[src/rtl/image_pkg.sv]
// Shared types and constants for the image container write path.
package image_pkg;

    localparam int unsigned DATA_WIDTH_8  = 8;
    localparam int unsigned DATA_WIDTH_16 = 16;

    typedef logic [DATA_WIDTH_8-1:0]  pixel_t;
    typedef logic [DATA_WIDTH_16-1:0] coord_t;

    typedef enum logic [1:0] {
        StIdle,
        StSetup,
        StWrite,
        StDone
    } state_e;

endpackage

[src/rtl/raster_address_gen.sv]
// Raster walker: tracks column, row and the linear address of the current row start.
module raster_address_gen
    import image_pkg::*;
(
    input  logic                     clk,
    input  logic                     reset,
    input  logic                     load,
    input  logic                     advance,
    input  logic [DATA_WIDTH_16-1:0] ori_x,
    input  logic [DATA_WIDTH_16-1:0] ori_y,
    input  logic [DATA_WIDTH_16-1:0] frame_width,
    input  logic [DATA_WIDTH_16-1:0] win_width,
    input  logic [DATA_WIDTH_16-1:0] win_height,
    output logic [DATA_WIDTH_16-1:0] address,
    output logic                     last
);

    coord_t col_q, col_d;
    coord_t row_q, row_d;
    coord_t row_base_q, row_base_d;
    logic   col_last;

    assign col_last = (col_q == win_width - 16'd1);
    assign last     = col_last && (row_q == win_height - 16'd1);
    assign address  = row_base_q + col_q;

    // Next-state: load the window origin, or step one pixel in raster order.
    always_comb begin
        col_d      = col_q;
        row_d      = row_q;
        row_base_d = row_base_q;
        if (load) begin
            // Product truncates to 16 bits; address space wraps by design.
            row_base_d = ori_y * frame_width + ori_x;
            col_d      = '0;
            row_d      = '0;
        end else if (advance) begin
            if (col_last) begin
                col_d      = '0;
                row_d      = row_q + 16'd1;
                row_base_d = row_base_q + frame_width;
            end else begin
                col_d = col_q + 16'd1;
            end
        end
    end

    // Counter state with synchronous clear.
    always_ff @(posedge clk) begin
        if (reset) begin
            col_q      <= '0;
            row_q      <= '0;
            row_base_q <= '0;
        end else begin
            col_q      <= col_d;
            row_q      <= row_d;
            row_base_q <= row_base_d;
        end
    end

endmodule

[src/rtl/image_frame_writer.sv]
// Writes a raster pixel stream for a window into a frame-sized single-port RAM.
module image_frame_writer
    import image_pkg::*;
(
    input  logic                     clk,
    input  logic                     reset,
    input  logic                     start,
    input  logic [DATA_WIDTH_16-1:0] ori_x,
    input  logic [DATA_WIDTH_16-1:0] ori_y,
    input  logic [DATA_WIDTH_16-1:0] frame_width,
    input  logic [DATA_WIDTH_16-1:0] win_width,
    input  logic [DATA_WIDTH_16-1:0] win_height,
    input  logic                     i_valid,
    input  logic [DATA_WIDTH_8-1:0]  i_pixel,
    output logic                     o_ready,
    output logic                     o_wen,
    output logic [DATA_WIDTH_16-1:0] o_address,
    output logic [DATA_WIDTH_8-1:0]  o_data,
    output logic                     o_busy,
    output logic                     o_done,
    output logic                     o_error
);

    state_e state_q, state_d;
    coord_t ori_x_q, ori_y_q, frame_width_q, win_width_q, win_height_q;
    logic   error_q, error_d;
    logic   latch;
    logic   wen_q;
    coord_t address_q;
    pixel_t data_q;

    logic        accept;
    logic        start_ok;
    logic [16:0] span;
    coord_t      gen_address;
    logic        gen_last;

    // Right edge is checked at 17 bits so ori_x + win_width cannot wrap past the test.
    assign span     = {1'b0, ori_x} + {1'b0, win_width};
    assign start_ok = (win_width != '0) && (win_height != '0) && (span <= {1'b0, frame_width});
    assign accept   = (state_q == StWrite) && i_valid;

    raster_address_gen u_addr_gen (
        .clk         (clk),
        .reset       (reset),
        .load        (state_q == StSetup),
        .advance     (accept),
        .ori_x       (ori_x_q),
        .ori_y       (ori_y_q),
        .frame_width (frame_width_q),
        .win_width   (win_width_q),
        .win_height  (win_height_q),
        .address     (gen_address),
        .last        (gen_last)
    );

    // FSM next-state, geometry latch request and reject pulse.
    always_comb begin
        state_d = state_q;
        error_d = 1'b0;
        latch   = 1'b0;
        unique case (state_q)
            StIdle: begin
                if (start) begin
                    if (start_ok) begin
                        latch   = 1'b1;
                        state_d = StSetup;
                    end else begin
                        error_d = 1'b1;
                    end
                end
            end
            StSetup: state_d = StWrite;
            StWrite: if (accept && gen_last) state_d = StDone;
            StDone:  state_d = StIdle;
            default: state_d = StIdle;
        endcase
    end

    // State, geometry and error pulse registers.
    always_ff @(posedge clk) begin
        if (reset) begin
            state_q       <= StIdle;
            error_q       <= 1'b0;
            ori_x_q       <= '0;
            ori_y_q       <= '0;
            frame_width_q <= '0;
            win_width_q   <= '0;
            win_height_q  <= '0;
        end else begin
            state_q <= state_d;
            error_q <= error_d;
            if (latch) begin
                ori_x_q       <= ori_x;
                ori_y_q       <= ori_y;
                frame_width_q <= frame_width;
                win_width_q   <= win_width;
                win_height_q  <= win_height;
            end
        end
    end

    // Write-port stage: one cycle after accept; address/data hold when idle.
    always_ff @(posedge clk) begin
        if (reset) begin
            wen_q     <= 1'b0;
            address_q <= '0;
            data_q    <= '0;
        end else begin
            wen_q <= accept;
            if (accept) begin
                address_q <= gen_address;
                data_q    <= i_pixel;
            end
        end
    end

    assign o_ready   = (state_q == StWrite);
    assign o_busy    = (state_q != StIdle);
    assign o_done    = (state_q == StDone);
    assign o_error   = error_q;
    assign o_wen     = wen_q;
    assign o_address = address_q;
    assign o_data    = data_q;

endmodule

[config.mk]
export PLATFORM = sky130hd
export DESIGN_NAME = image_frame_writer
export DESIGN_NICKNAME = d
export VERILOG_FILES = /design/src/rtl/image_pkg.sv /design/src/rtl/raster_address_gen.sv /design/src/rtl/image_frame_writer.sv
export SDC_FILE = /design/constraint.sdc
export NUM_CORES = 1
export LEC_CHECK = 0
export ABC_AREA = 1
export BUFFER_PORTS_ARGS = -buffer_cell sky130_fd_sc_hd__buf_2
export CORE_ASPECT_RATIO = 0.7
export CORE_MARGIN = 1
export CORE_UTILIZATION = 50
export CTS_CLUSTER_DIAMETER = 200
export DETAILED_ROUTE_END_ITERATION = 8
export HOLD_SLACK_MARGIN = 0.1
export PLACE_DENSITY_LB_ADDON = 0.2
export SYNTH_ARGS = -nofsm -noshare
export SYNTH_HDL_FRONTEND = slang
export SYNTH_SLANG_ARGS = --single-unit
[constraint.sdc]
create_clock -name clk -period 6.3 [get_ports clk]
set_clock_uncertainty 0.05 [all_clocks]
set_input_delay 0.945 -clock clk [delete_from_list [all_inputs] [get_ports clk]]
set_output_delay 0.945 -clock clk [all_outputs]
set_load 0.02 [all_outputs]
==> impl_results.md, run 1 <==
- Critical path arrival: 6.00 ns
- Port-buffer cells: 120
- Setup_tns: 0 ns
- Xor and xnor fraction of the mapped netlist area: 0.0646
- # nets final: 2569
- Cell with the largest stage delay on the worst path: sky130_fd_sc_hd__dfxtp_1
- Leading register cell type out of synthesis: sky130_fd_sc_hd__dfxtp_1
- Mapped Cells: 2180
- Number of search-and-repair iterations in the first detailed-routing pass: 5
- Number of endpoints with negative hold slack in the final report: 0
- Area of placed instances: 15800 um^2
- Yosys warning count: 0
- RSZ-0062 raised after global routing: false
- Clock network fraction of design power: 0.275
- Total number of H-tree levels: 4
- Number of placed instances with taps included: 2616
- First-pass GRT wire length: 71.1 mm
- Relative area change from synthesis to final layout: 10.3%
- Period minus WS final: 5.70 ns
- Clock edge transition at the registers on the reported setup and hold paths: 0.06 ns
- Antenna-violating nets left: 0
- Placer Congestion: 0.973
- Int Power: 2.51 mW
- Leak pwr: 8.49 nW
- Setup Crit Path Kind: flop to flop
- Sum of buffers and inverters on the critical path: 4
- Reg power frac: 0.296
- Number of remaining DRC errors: 0
- Top-Level Pins: 121
- Number of placement rows: 52
- Combined area of all synthesized cells: 14900 um^2
- Resized cells post-CTS: 0
- Pin count of the biggest net entering global routing: 72
- CP Cell Sequence: nand2_1 -> fa_1 -> fa_1 -> inv_1 -> fa_1 -> fa_1 -> fa_1 -> inv_1 -> fa_1 -> inv_1 -> ha_1 -> a21oi_1 -> o21ai_0 -> nand2_1 -> nand2_1 -> a21oi_1 -> nand3_1 -> nand3_1 -> nand3_1 -> nand2_1 -> inv_1
- Final worst path period share: 0.905
- Number of CTS-inserted buffers: 17
- Setup ws final: 0.600 ns
- Proportion of synthesized flip-flops having asynchronous set or reset: 0
- Post-placement worst setup slack: 0.622 ns
- Placeable core region: 29100 um^2
- Global route overflow: 0
- Adder and majority cell fraction of the synthesized area: 0.233
- Total count of max-transition violations in the final report: 0
- Number of enable flip-flop cells after synthesis: 0
- Via count of the first global-routing pass: 13200
- Endpoint required time on the critical path: 6.60 ns
- Most common cell after layout, fill and taps aside: sky130_fd_sc_hd__nand2_1
- Endpoint kind of the worst setup timing path: flop
- Crit start category: flop
- Vertical extent of the die: 146 um
- Highest clock frequency the design can meet: 0.175 GHz
- Top routing layer used: met4
- CTS max path bufs: 2
- Result of the run: completed
- Number of violations of the max-capacitance limit: 0
- Overall routed net length: 44.1 mm
- Total nets after synthesis: 2492
- Fraction of power spent switching nets: 0.426
- Seq/Total Area, Yosys: 0.209
- Number of buffers inserted by post-CTS setup repair: 0
- Max-slew headroom: 0.391
- Finished layout cell area: 16400 um^2
- Net switching component of the power: 1.86 mW
- Transition time of the tightest slew-check pin: 0.913 ns
- Cell with the most instances on the worst path: sky130_fd_sc_hd__fa_1
- Initial cell density of the core: 0.513
- Count of inserted antenna diode cells: 0
- Fraction of the mapped netlist area in simple logic gates: 0.274
- Routed wire per std cell: 16.7 um
- Combinational Power Share: 0.429
- Met3 Routed Length: 4.05 mm
- Non-filler cells, final: 2647
- Final setup vio count: 0
- Multiplexer area fraction after synthesis: 0.000755
- Number of antenna violations at the first check in global routing: 0
- Die outline area: 30500 um^2
- Placed wire-length estimate: 34.8 mm
- Number of distinct library cells after synthesis: 52
- Path type of the worst min-delay path: flop to flop
- Latest clock arrival within the worst-skew pair: 0.45 ns
- Routed met2 length: 17.2 mm
- Delay of the slowest critical-path stage: 0.74 ns
- Width of the chip: 208 um
- Commonest cells after routing, fill and taps aside: sky130_fd_sc_hd__nand2_1 (532), sky130_fd_sc_hd__inv_1 (374), sky130_fd_sc_hd__nor2_1 (210), sky130_fd_sc_hd__a21oi_1 (161), sky130_fd_sc_hd__dfxtp_1 (156)
- Maximum fanout along the worst path: 16
- Post-CTS Hold Fix Bufs: 0
- Ratio of cells with drive above 1 in the final layout: 0.0886
- Met1 Routed Length: 22.3 mm
- Via density: 5.30
- TritonCTS clock tree: built
- Clock root buffer: sky130_fd_sc_hd__clkbuf_16
- Total global-route track usage: 0.298
- Complex-gate fraction of the synthesized area: 0.0952
- Per-instance average area after synthesis: 6.84 um^2
- Maximum resistive drop on vdd: 0.194 mV
- Fillers: 2836
- Cell Pwr Density: 265 nW/um^2
- Main combinational cell family by area after synthesis: simple AND/OR/NAND/NOR gates
- Clock sink count: 156
- Cell type group with the largest total delay on the critical path: adder cells
- Iter 0 DRT Violations: 1090
- Count of state elements after synthesis: 156
- Number of vias in the routed layout: 14000
## metal layers
metal	up-vias	global-route usage
met5	-	0
met4	0	0.0615
met3	44	0.0712
met2	461	0.413
met1	6521	0.460
li1	6999	-
## path summary, 6_finish.rpt
check                           startpoint                                     end  slack [ns]  depth (start not counted)
min                 o_data[3]$_SDFFE_PP0P_                  o_data[3]$_SDFFE_PP0P_        0.43                          2
min reg2reg         o_data[3]$_SDFFE_PP0P_                  o_data[3]$_SDFFE_PP0P_        0.43                          2
max          frame_width_q[2]$_SDFFE_PP0P_  u_addr_gen.row_base_q[15]$_SDFFE_PP0P_        0.60                         21
max reg2reg  frame_width_q[2]$_SDFFE_PP0P_  u_addr_gen.row_base_q[15]$_SDFFE_PP0P_        0.60                         21
## worst min-delay path: stages (launching register included)
cell                      delay, ns
sky130_fd_sc_hd__dfxtp_1       0.32
sky130_fd_sc_hd__nor2_1        0.04
sky130_fd_sc_hd__nor2_1        0.08
## power groups by stage
stage / registers (mW) / clock network (mW) / logic (mW)
2_1_floorplan: 1.25 / 0 / 1.39
3_3_place_gp: 1.30 / 0 / 1.81
3_5_place_dp: 1.31 / 0 / 1.85
4_1_cts: 1.28 / 1.21 / 1.86
5_1_grt: 1.30 / 1.25 / 2.12
6_report: 1.29 / 1.20 / 1.87
## area by class of cell
cell class,instances,area [um^2],share of cell area
tap,378,473,0.0288
multi-input combinational,1554,9980,0.607
inverter,388,1460,0.0888
sequential,156,3120,0.190
timing repair buffer,140,751,0.0457
clock inverter,11,215,0.0131
clock buffer,20,447,0.0272
## synthesized netlist by cell type (2+ instances only)
cell type	n	area share
sky130_fd_sc_hd__nand2_1	532	0.13
sky130_fd_sc_hd__inv_1	374	0.094
sky130_fd_sc_hd__nor2_1	210	0.053
sky130_fd_sc_hd__a21oi_1	161	0.054
sky130_fd_sc_hd__dfxtp_1	156	0.21
sky130_fd_sc_hd__ha_1	123	0.10
sky130_fd_sc_hd__fa_1	97	0.13
sky130_fd_sc_hd__xor2_1	75	0.044
sky130_fd_sc_hd__nand3_1	72	0.024
sky130_fd_sc_hd__o21ai_0	69	0.023
sky130_fd_sc_hd__nand4_1	67	0.028
sky130_fd_sc_hd__clkbuf_1	59	0.015
sky130_fd_sc_hd__xnor2_1	35	0.021
sky130_fd_sc_hd__nor3_1	26	0.0087
sky130_fd_sc_hd__nor4_1	13	0.0055
sky130_fd_sc_hd__buf_2	12	0.0040
sky130_fd_sc_hd__nand3b_1	11	0.0055
sky130_fd_sc_hd__inv_2	8	0.0020
sky130_fd_sc_hd__nor3b_1	8	0.0040
sky130_fd_sc_hd__buf_4	7	0.0035
sky130_fd_sc_hd__o21ai_1	6	0.0020
sky130_fd_sc_hd__o31ai_1	6	0.0030
sky130_fd_sc_hd__clkinv_1	4	0.0010
sky130_fd_sc_hd__nor2_4	4	0.0030
sky130_fd_sc_hd__a21o_1	3	0.0015
sky130_fd_sc_hd__a31oi_1	3	0.0013
sky130_fd_sc_hd__buf_6	3	0.0023
sky130_fd_sc_hd__nand2_2	3	0.0013
sky130_fd_sc_hd__o2111ai_1	3	0.0018
sky130_fd_sc_hd__o211ai_1	3	0.0015
sky130_fd_sc_hd__a21boi_0	2	0.0010
sky130_fd_sc_hd__a21oi_2	2	0.0012
sky130_fd_sc_hd__nor3b_2	2	0.0017
sky130_fd_sc_hd__o21bai_1	2	0.0010
sky130_fd_sc_hd__or2_2	2	0.00084
## stage by stage
step                      total power [mW]  hold WS, ns  utilization
after floorplan                       2.64        0.394            -
after global placement                3.11        0.408        0.543
after detailed placement              3.15        0.419        0.543
after CTS                             4.36        0.427        0.565
after global routing                  4.68        0.448        0.565
final                                 4.36        0.427        0.565
## kinds of logic (layout without fill, tap and decap cells)
logic type | after synthesis | after routing
and+or+nand+nor | 957 | 957
buffers and inverters | 470 | 559
AOI/OAI and AO/OA | 266 | 266
adders and majority gates | 220 | 220
DFF | 156 | 156
xor gates and xnor gates | 110 | 110
muxes | 1 | 1
No activity file was read; power rests on OpenSTA's default activity.
==> run 2: changes to the inputs <==
Settings changed: SYNTH_HIERARCHICAL set to 1.
==> run 2 against run 1 <==
Combinational power fell by 17%. Largest cell class unchanged. Die area grew 0.85%. Synthesized cell count grew 0.18%. Critical path depth decreased by 2. Critical endpoint is now u_addr_gen/row_base_q[15]$_SDFFE_PP0P_. Core utilization shrank 0.29 points. Critical path type unchanged.
==> impl_results.md, run 2 <==
- Total number of H-tree levels: 4
- Clock network fraction of design power: 0.267
- Sum of buffers and inverters on the critical path: 4
- Setup Crit Path Kind: flop to flop
- Setup_tns: 0 ns
- Leading post-synthesis cells by instance count: sky130_fd_sc_hd__nand2_1 (597), sky130_fd_sc_hd__inv_1 (373), sky130_fd_sc_hd__nor2_1 (189)
- Number of antenna violations at the first check in global routing: 0
- Endpoint required time on the critical path: 6.62 ns
- Maximum fanout along the worst path: 19
- Number of enable flip-flop cells after synthesis: 0
- Number of placement rows: 52
- Biggest area contributors in the synthesized netlist: sky130_fd_sc_hd__dfxtp_1 (21%), sky130_fd_sc_hd__nand2_1 (15%), sky130_fd_sc_hd__fa_1 (13%), sky130_fd_sc_hd__ha_1 (10%), sky130_fd_sc_hd__inv_1 (9.3%)
- Top-Level Pins: 121
- Combinational Power Share: 0.402
- CTS max path bufs: 2
- Initial cell density of the core: 0.515
- Fillers: 2843
- Placed wire-length estimate: 33.5 mm
- First-pass GRT wire length: 68.0 mm
- Latest clock arrival within the worst-skew pair: 0.45 ns
- Port-buffer cells: 120
- Vertical extent of the die: 147 um
- Via density: 5.22
- Fraction of power spent switching nets: 0.417
- Worst setup path startpoint: frame_width_q[1]$_SDFFE_PP0P_
- Cell Pwr Density: 235 nW/um^2
- Number of CTS-inserted buffers: 17
- Transition time of the tightest slew-check pin: 1.08 ns
- Iter 0 DRT Violations: 1160
- Pin count of the biggest net entering global routing: 83
- Reg2Reg Setup Slack: 0.60 ns
- Count of inserted antenna diode cells: 0
- RSZ-0062 raised after global routing: false
- Library cell with the highest instance count after synthesis: sky130_fd_sc_hd__nand2_1
- Number of search-and-repair iterations in the first detailed-routing pass: 6
- Reg power frac: 0.331
- Setup crit end: u_addr_gen/row_base_q[15]$_SDFFE_PP0P_
- # nets final: 2583
- Proportion of synthesized flip-flops having asynchronous set or reset: 0
- Worst reg2reg startpoint: frame_width_q[1]$_SDFFE_PP0P_
- Int Power: 2.25 mW
- Maximum resistive drop on vdd: 0.198 mV
- Delay of the slowest critical-path stage: 0.82 ns
- Leading register cell type out of synthesis: sky130_fd_sc_hd__dfxtp_1
- Cell type group with the largest total delay on the critical path: adder cells
- Cell with the largest stage delay on the worst path: sky130_fd_sc_hd__dfxtp_1
- Resized cells post-CTS: 0
- Count of state elements after synthesis: 156
- Number of violations of the max-capacitance limit: 0
- Clock edge transition at the registers on the reported setup and hold paths: 0.07 ns
- Per-instance average area after synthesis: 6.89 um^2
- Antenna-violating nets left: 0
- Leak pwr: 8.37 nW
- Clock root buffer: sky130_fd_sc_hd__clkbuf_16
- Critical path arrival: 6.03 ns
- Highest clock frequency the design can meet: 0.175 GHz
- Global route overflow: 0
- Setup ws final: 0.600 ns
- CP Cell Sequence: nand2_1 -> fa_1 -> fa_1 -> fa_1 -> inv_1 -> fa_1 -> inv_1 -> fa_1 -> fa_1 -> inv_1 -> ha_1 -> a21oi_1 -> o21a_1 -> nand2_1 -> a31oi_1 -> inv_1 -> nand3_1 -> nand3_1 -> a21oi_1
- Die outline area: 30800 um^2
- Number of distinct library cells after synthesis: 54
- Number of endpoints with negative hold slack in the final report: 0
- Mapped Cells: 2184
- Reg2reg path depth: 19
- Total global-route track usage: 0.282
- Net switching component of the power: 1.61 mW
- Final worst path period share: 0.905
- Relative area change from synthesis to final layout: 9.28%
- Placer Congestion: 0.940
- Post-CTS Hold Fix Bufs: 0
- Path type of the worst min-delay path: flop to flop
- Area share of the largest cell type after synthesis: 0.208
- Combined area of all synthesized cells: 15000 um^2
- Most common cell after layout, fill and taps aside: sky130_fd_sc_hd__nand2_1
- Via count of the first global-routing pass: 13000
- TritonCTS clock tree: built
- Endpoint kind of the worst setup timing path: flop
- Crit start category: flop
- Number of vias in the routed layout: 13900
- Reg2reg end: u_addr_gen/row_base_q[15]$_SDFFE_PP0P_
- Clock sink count: 156
- Width of the chip: 209 um
- Total nets after synthesis: 2496
- Ratio of cells with drive above 1 in the final layout: 0.115
- Cell with the most instances on the worst path: sky130_fd_sc_hd__fa_1
- Total count of max-transition violations in the final report: 0
- Max-slew headroom: 0.277
- Seq/Total Area, Yosys: 0.208
- Final setup vio count: 0
- Number of buffers inserted by post-CTS setup repair: 0
- Placeable core region: 29200 um^2
- Routed wire per std cell: 15.8 um
- Result of the run: completed
- Library cell occupying the most area in the post-synthesis netlist: sky130_fd_sc_hd__dfxtp_1
- Overall routed net length: 42.2 mm
- Post-placement worst setup slack: 0.660 ns
- Number of remaining DRC errors: 0
- Period minus WS final: 5.70 ns
- Logic depth of the worst path, buffers included: 19
- Commonest cells after routing, fill and taps aside: sky130_fd_sc_hd__nand2_1 (597), sky130_fd_sc_hd__inv_1 (373), sky130_fd_sc_hd__nor2_1 (189), sky130_fd_sc_hd__dfxtp_1 (156), sky130_fd_sc_hd__a21oi_1 (146)
- Yosys warning count: 6
[run 2: cell types whose count changed in the layout (fill, tap and decap cells not counted), sizes merged, moves of 9 or more]
cell / before / now
nand3: 73 / 93
nand2: 536 / 631
xor2: 75 / 66
xnor2: 35 / 21
a21oi: 164 / 176
nand4: 68 / 25
nor2: 215 / 203
[run 2: worst min path at each step]
| stage | from | endpoint | slack, ns | cells after the start |
|---|---|---|---|---|
| after floorplan | ori_y_q[0]$_SDFFE_PP0P_ | ori_y_q[0]$_SDFFE_PP0P_ | 0.39 | 2 |
| after global placement | o_data[3]$_SDFFE_PP0P_ | o_data[3]$_SDFFE_PP0P_ | 0.41 | 2 |
| after detailed placement | ori_x_q[7]$_SDFFE_PP0P_ | ori_x_q[7]$_SDFFE_PP0P_ | 0.41 | 2 |
| after CTS | ori_x_q[7]$_SDFFE_PP0P_ | ori_x_q[7]$_SDFFE_PP0P_ | 0.42 | 2 |
| after global routing | ori_x_q[8]$_SDFFE_PP0P_ | ori_x_q[8]$_SDFFE_PP0P_ | 0.45 | 2 |
| final | ori_x_q[7]$_SDFFE_PP0P_ | ori_x_q[7]$_SDFFE_PP0P_ | 0.42 | 2 |
[run 2: logic make-up after synthesis]
kind of cell               Yosys count  synth area share
AOI/OAI and AO/OA                  283             0.107
adders and majority gates          220             0.231
buffers and inverters              444             0.120
DFF                                156             0.208
and+or+nand+nor                    994             0.282
xor gates and xnor gates            87            0.0512
[run 2: cell type report]
cell class	instances	area, um^2	area share
flip-flops and latches	156	3120	0.190
multi-input cells	1584	10100	0.615
well taps	378	473	0.0288
repair buffers	132	718	0.0437
clock buffers	23	468	0.0285
clock inverters	9	111	0.00678
inverters	380	1430	0.0868
[run 2: tightest hold or removal path, stage by stage, from the launching register on]
cell and delay (ns):
sky130_fd_sc_hd__dfxtp_1 0.31, sky130_fd_sc_hd__nand2_1 0.06, sky130_fd_sc_hd__a21oi_1 0.05
[run 2: power groups by stage]
stage	clock, mW	combinational, mW	sequential, mW
detailed placement	0	1.53	1.30
finish	1.03	1.55	1.28
CTS	1.06	1.54	1.27
global placement	0	1.50	1.29
global route	1.11	1.75	1.29
floorplan	0	1.19	1.24
[run 2: routing by layer]
metal / GRT usage / part of all wire / vias to the layer above
li1: - / - / 6951
met2: 0.420 / 0.42 / 495
met3: 0.0806 / 0.094 / 36
met1: 0.405 / 0.47 / 6410
met4: 0.0588 / 0.013 / 0
met5: 0 / 0 / -
[run 2: per-stage QoR]
| step | util | total power, mW | cell area (um^2) | std cells | hold WS [ns] |
|---|---|---|---|---|---|
| after floorplan | - | 2.43 | 15000 | 2184 | 0.393 |
| after global placement | 0.543 | 2.79 | 15900 | 2630 | 0.407 |
| after detailed placement | 0.543 | 2.83 | 15900 | 2630 | 0.413 |
| after CTS | 0.563 | 3.88 | 16400 | 2662 | 0.423 |
| after global routing | 0.563 | 4.16 | 16400 | 2662 | 0.448 |
| final | 0.563 | 3.87 | 16400 | 2662 | 0.422 |
